<file path="src/rtl/and_gate_tester_pkg.sv">
// Shared definitions for the AND-gate tester.
//   state_e      : 2-bit FSM encoding (IDLE=0, DRIVE=1, SAMPLE=2, DONE=3)
//   NUM_VECTORS  : number of input vectors applied per run
//   ERR_W        : width of the mismatch counter
//   SETTLE_W     : width of the settle down-counter
//   expected_out : golden response of the gate under test
package and_gate_tester_pkg;

  typedef enum logic [1:0] {
    ST_IDLE   = 2'd0,
    ST_DRIVE  = 2'd1,
    ST_SAMPLE = 2'd2,
    ST_DONE   = 2'd3
  } state_e;

  localparam int unsigned NUM_VECTORS = 4;
  localparam int unsigned ERR_W       = 3;
  localparam int unsigned SETTLE_W    = 4;

  // Golden two-input AND response.
  function automatic logic expected_out(input logic a, input logic b);
    return a & b;
  endfunction

endpackage

</file>
<file path="src/rtl/and_gate_tester_settle_timer.sv">
// settle_timer: 4-bit loadable down-counter that times how long a vector is
// held before sampling.
//   clk        : rising-edge clock
//   rst_n      : asynchronous active-low reset (clears the count)
//   load_i     : load load_val_i on the next edge (overrides counting)
//   load_val_i : settle length in cycles (1..15)
//   expired_o  : high during the last cycle of the settle window
module settle_timer
  import and_gate_tester_pkg::*;
(
  input  logic                clk,
  input  logic                rst_n,
  input  logic                load_i,
  input  logic [SETTLE_W-1:0] load_val_i,
  output logic                expired_o
);

  logic [SETTLE_W-1:0] cnt_q;
  logic [SETTLE_W-1:0] cnt_d;

  // Next count: load, otherwise count down and rest at zero.
  always_comb begin
    cnt_d = cnt_q;
    if (load_i) begin
      cnt_d = load_val_i;
    end else if (cnt_q != {SETTLE_W{1'b0}}) begin
      cnt_d = cnt_q - {{(SETTLE_W-1){1'b0}}, 1'b1};
    end else begin
      cnt_d = cnt_q;
    end
  end

  // Count register.
  always_ff @(posedge clk or negedge rst_n) begin
    if (!rst_n) begin
      cnt_q <= {SETTLE_W{1'b0}};
    end else begin
      cnt_q <= cnt_d;
    end
  end

  // A count of one marks the final cycle of the window, so a load value of N
  // gives exactly N cycles.
  assign expired_o = (cnt_q == {{(SETTLE_W-1){1'b0}}, 1'b1});

endmodule

</file>
<file path="src/rtl/and_gate_tester.sv">
// and_gate_tester: exhaustively exercises an external two-input AND gate.
// Each of the four vectors is held for SETTLE_CYCLES cycles, then the gate
// output is sampled once and compared with a&b.
//   clk, rst_n     : clock and asynchronous active-low reset
//   start          : begin a run (honoured only when idle)
//   abort          : cancel a run in progress
//   dut_a, dut_b   : gate inputs, {dut_a,dut_b} = {k[0],k[1]}
//   dut_c          : gate output under test
//   busy           : high while driving/sampling
//   done           : one-cycle pulse at run completion
//   pass           : last completed run had no mismatches
//   err_count      : mismatches in the current/last run
//   fail_mask      : bit k set if vector k mismatched
// SETTLE_CYCLES must lie in 1..15.
module and_gate_tester
  import and_gate_tester_pkg::*;
#(
  parameter int unsigned SETTLE_CYCLES = 2
) (
  input  logic                   clk,
  input  logic                   rst_n,
  input  logic                   start,
  input  logic                   abort,
  output logic                   dut_a,
  output logic                   dut_b,
  input  logic                   dut_c,
  output logic                   busy,
  output logic                   done,
  output logic                   pass,
  output logic [ERR_W-1:0]       err_count,
  output logic [NUM_VECTORS-1:0] fail_mask
);

  localparam logic [1:0]       K_LAST  = 2'(NUM_VECTORS - 1);
  localparam logic [ERR_W-1:0] ERR_MAX = ERR_W'(NUM_VECTORS);

  state_e                 state_q, state_d;
  logic [1:0]             k_q, k_d;
  logic [ERR_W-1:0]       err_q, err_d;
  logic [NUM_VECTORS-1:0] mask_q, mask_d;
  logic                   pass_q, pass_d;
  logic                   dut_a_q, dut_a_d;
  logic                   dut_b_q, dut_b_d;
  logic                   busy_q, busy_d;
  logic                   done_q, done_d;
  logic                   load_s;
  logic                   expired_s;
  logic                   mismatch_s;

  settle_timer u_settle_timer (
    .clk        (clk),
    .rst_n      (rst_n),
    .load_i     (load_s),
    .load_val_i (SETTLE_W'(SETTLE_CYCLES)),
    .expired_o  (expired_s)
  );

  // Compare against the registered stimulus; dut_c only reaches registers.
  assign mismatch_s = dut_c ^ expected_out(dut_a_q, dut_b_q);

  // Next-state, counters and stimulus.
  always_comb begin
    state_d = state_q;
    k_d     = k_q;
    err_d   = err_q;
    mask_d  = mask_q;
    pass_d  = pass_q;
    dut_a_d = dut_a_q;
    dut_b_d = dut_b_q;
    load_s  = 1'b0;
    case (state_q)
      ST_IDLE: begin
        // start wins over a simultaneous abort.
        if (start) begin
          state_d = ST_DRIVE;
          k_d     = 2'd0;
          err_d   = {ERR_W{1'b0}};
          mask_d  = {NUM_VECTORS{1'b0}};
          pass_d  = 1'b0;
          load_s  = 1'b1;
          dut_a_d = 1'b0;
          dut_b_d = 1'b0;
        end else begin
          state_d = ST_IDLE;
        end
      end
      ST_DRIVE: begin
        if (abort) begin
          state_d = ST_IDLE;
          dut_a_d = 1'b0;
          dut_b_d = 1'b0;
        end else if (expired_s) begin
          state_d = ST_SAMPLE;
        end else begin
          state_d = ST_DRIVE;
        end
      end
      ST_SAMPLE: begin
        // An aborted sample leaves the result registers untouched.
        if (abort) begin
          state_d = ST_IDLE;
          dut_a_d = 1'b0;
          dut_b_d = 1'b0;
        end else begin
          if (mismatch_s) begin
            mask_d[k_q] = 1'b1;
            err_d = (err_q != ERR_MAX) ? (err_q + ERR_W'(1)) : err_q;
          end else begin
            err_d = err_q;
          end
          if (k_q == K_LAST) begin
            state_d = ST_DONE;
            pass_d  = (err_d == {ERR_W{1'b0}});
            dut_a_d = 1'b0;
            dut_b_d = 1'b0;
          end else begin
            state_d = ST_DRIVE;
            k_d     = k_q + 2'd1;
            load_s  = 1'b1;
            dut_a_d = k_d[0];
            dut_b_d = k_d[1];
          end
        end
      end
      ST_DONE: begin
        state_d = ST_IDLE;
      end
      default: begin
        state_d = ST_IDLE;
        dut_a_d = 1'b0;
        dut_b_d = 1'b0;
      end
    endcase
    busy_d = (state_d == ST_DRIVE) || (state_d == ST_SAMPLE);
    done_d = (state_d == ST_DONE);
  end

  // State and output registers.
  always_ff @(posedge clk or negedge rst_n) begin
    if (!rst_n) begin
      state_q <= ST_IDLE;
      k_q     <= 2'd0;
      err_q   <= {ERR_W{1'b0}};
      mask_q  <= {NUM_VECTORS{1'b0}};
      pass_q  <= 1'b0;
      dut_a_q <= 1'b0;
      dut_b_q <= 1'b0;
      busy_q  <= 1'b0;
      done_q  <= 1'b0;
    end else begin
      state_q <= state_d;
      k_q     <= k_d;
      err_q   <= err_d;
      mask_q  <= mask_d;
      pass_q  <= pass_d;
      dut_a_q <= dut_a_d;
      dut_b_q <= dut_b_d;
      busy_q  <= busy_d;
      done_q  <= done_d;
    end
  end

  assign dut_a     = dut_a_q;
  assign dut_b     = dut_b_q;
  assign busy      = busy_q;
  assign done      = done_q;
  assign pass      = pass_q;
  assign err_count = err_q;
  assign fail_mask = mask_q;

endmodule

</file>
<file path="config.mk">
export PLATFORM = sky130hd
export DESIGN_NAME = and_gate_tester
export DESIGN_NICKNAME = d
export VERILOG_FILES = /design/src/rtl/and_gate_tester_pkg.sv /design/src/rtl/and_gate_tester_settle_timer.sv /design/src/rtl/and_gate_tester.sv
export SDC_FILE = /design/constraint.sdc
export NUM_CORES = 1
export LEC_CHECK = 0
export CORE_AREA = 5 5 52 54
export CTS_BUF_LIST = sky130_fd_sc_hd__clkbuf_16
export DETAILED_ROUTE_END_ITERATION = 10
export DIE_AREA = 0 0 57 59
export HOLD_SLACK_MARGIN = 0.15
export PLACE_DENSITY_LB_ADDON = 0.05
export SYNTH_ARGS = -nofsm -noshare
export SYNTH_HDL_FRONTEND = slang
export SYNTH_SLANG_ARGS = --single-unit
</file>
<file path="constraint.sdc">
create_clock -name clk -period 2.3 [get_ports clk]
set_input_delay 0.575 -clock clk [delete_from_list [all_inputs] [get_ports clk]]
set_output_delay 0.575 -clock clk [all_outputs]
set_load 0.05 [all_outputs]
</file>
==> metrics.txt <==
final core occ 65.3%; postcts setup bufs 0; internal power 787 uW; path type of the worst min-delay path reg2reg; CTS resizes 0; Clock power frac 30.0%; Sw Share 32.4%; status finished, final reports clean; Max-slew headroom 65.0%; # diodes 0; Setup TNS 0 ps; Syn. warnings 0; Die H 59 um; die area 0.00336 mm2; CP Launch Type flop; H-Tree Level Count 1; global-route wire length before repair 3830 um; DR vias 872; final net count 149; Crit Path Class reg2out; Synth Instances 113; CTS clock-pin slew for the worst setup and hold paths 50 ps; RSZ-0062 raised after global routing false; total CTS buffers 3; hold_ws 499 ps; final worst-path cycle share 92.7%; vias in the first global route 874; Total Routing Usage GR 14.6%; Post-Syn Area 0.00115 mm2; critical path data arrival time 1560 ps; share of cells above drive strength 1 11.5%; #FFs+latches synth 20; Register Area 500 um2; area of the multi-input gates 604 um2; origin of the critical flop-to-flop path u_settle_timer.cnt_q[1]$_DFFE_PN0P_; crit path from dut_a$_DFFE_PN0P_; Post-CTS Hold Fix Bufs 0; kind of cell adding the most delay to the critical path buffers and inverters; Worst Tran Pin Value 523 ps; area grow syn2layout 23.6%; Max-Cap Viols 0; drt drc 0; EDFF count, synth 0; fillers 186; slowest CP cell clkdlybuf4s50_1; pwr dens 822 mW/mm2; Max Freq 469 MHz; clock buffer depth 2; GR Overflow Total 0; Avg Cell Area, Syn 10.1 um2; clk sink count 20; Critical path buffers and inverters 1; ordered cell list for the critical path clkdlybuf4s50_1; max incr delay on CP 850 ps; Seq pwr share 40.5%; crit path max fanout 7; DR iter-0 viols 10; commonest cells after routing, fill and taps aside dfrtp_1 (20), nor2_1 (16), clkdlybuf4s50_1 (16), ha_1 (11), a21oi_1 (8); hpwl dp 1610 um; Core Region 0.00217 mm2; initial antenna violation count 0; total chip power 1160 uW; Final setup viols 0; number of iterations in the first detailed-routing pass 4; Synth async-reset ratio 100%; hold path startpoint fail_mask[2]$_DFFE_PN0P_; Max IR drop VDD 0.695 mV; initial core utilization 52.8%; Static Leak 0.000660 uW; post-synthesis sequential area ratio 43.7%; DR vias/cell 5.48; net count after synthesis 129; Post-DRT Antenna Nets 0; Logic pwr share 29.5%; GP Congestion 0.845; die width 57 um; I/O pins 17; later-pin clock latency in the skew report 250 ps; CP Capture Type output port; DR WL/cell 13.9 um; Net Switching 378 uW; num rows 17; skew final 0.879 ps; port bufs 16; Fin. Hold Viols 0; dominant synthesized flop cell dfrtp_1; CTS tree yes; Post-Route WL 2210 um; pin count of the biggest net entering global routing 21; Tmin final 2130 ps; Worst Path Required 1730 ps; synth unique cells 37; root buffer cell clkbuf_16; Final Max Slew Viols 0; commonest non-fill, non-tap cell in the layout dfrtp_1
## per-layer routing
layer  part of all wire [%]  global-route usage (%)  up-vias
li1                       -                       -      435
met1                     47                    18.0      420
met2                     48                    25.1       13
met3                    3.8                    3.70        4
met4                    1.4                    4.97        0
met5                      0                       0        -
## registers in the layout (all words and copies together) (netlist names)
| name | flops |
|---|---|
| busy | 1 |
| state_q | 2 |
| done | 1 |
| dut_a | 1 |
| err_count | 3 |
| k_q | 2 |
| pass | 1 |
| dut_b | 1 |
| u_settle_timer.cnt_q | 4 |
| fail_mask | 4 |
## cell families after synthesis
logic type	after synthesis	share of synthesized area, %
compound gates	29	18.1
flops	20	43.7
xor+xnor	2	1.53
simple gates	38	18.2
mux	3	2.84
buf+inv	10	3.60
fa+ha+maj	11	12.0
## path summary, 6_finish.rpt
| kind | end | slack, ps | depth (start not counted) |
|---|---|---|---|
| worst max-delay path | dut_a | 170 | 1 |
| min in group asynchronous | state_q[1]$_DFF_PN0_ | 670 | 2 |
| worst min-delay path | fail_mask[2]$_DFFE_PN0P_ | 500 | 2 |
| max in group asynchronous | err_count[0]$_DFFE_PN0P_ | 1410 | 2 |
| worst min register to register | fail_mask[2]$_DFFE_PN0P_ | 500 | 2 |
| worst max register to register | busy$_DFF_PN0_ | 670 | 7 |
## power groups by stage
stage                     registers [uW]  clock network (uW)  logic, uW
after floorplan                      491                   0        235
after global placement               473                   0        339
after detailed placement             477                   0        348
after CTS                            472                 353        349
after global routing                 487                 373        387
final                                472                 349        344
## synth_stat cells, types with 2 or more instances
library cell / number / area [um2]
xnor2_1: 2 / 17.5
a22o_1: 3 / 26.3
ha_1: 11 / 138
nor2b_1: 2 / 12.5
o21ai_0: 4 / 20.0
mux2_2: 2 / 22.5
dfrtp_1: 20 / 500
nor2_1: 16 / 60.1
nand3b_1: 4 / 30.0
nor4_1: 2 / 12.5
nand2_1: 4 / 15.0
nand2b_1: 2 / 12.5
a21oi_1: 8 / 40.0
o21ai_1: 2 / 10.0
o31ai_1: 2 / 15.0
buf_2: 2 / 10.0
inv_1: 7 / 26.3
## layout make-up
cell class	count	share of cell area, %
well taps	28	2.47
flip-flops and latches	20	35.3
clock buffers	3	5.30
multi-input cells	83	42.7
inverters	7	1.86
repair buffers	18	12.4
## stage by stage
step,std cells,setup slack (ps),cell area (um2)
floorplan,113,583,1150
detailed placement,156,215,1340
finish,159,167,1420
CTS,159,164,1420
global placement,156,260,1340
global route,159,119,1420
Power figures use the tool's default switching activity.
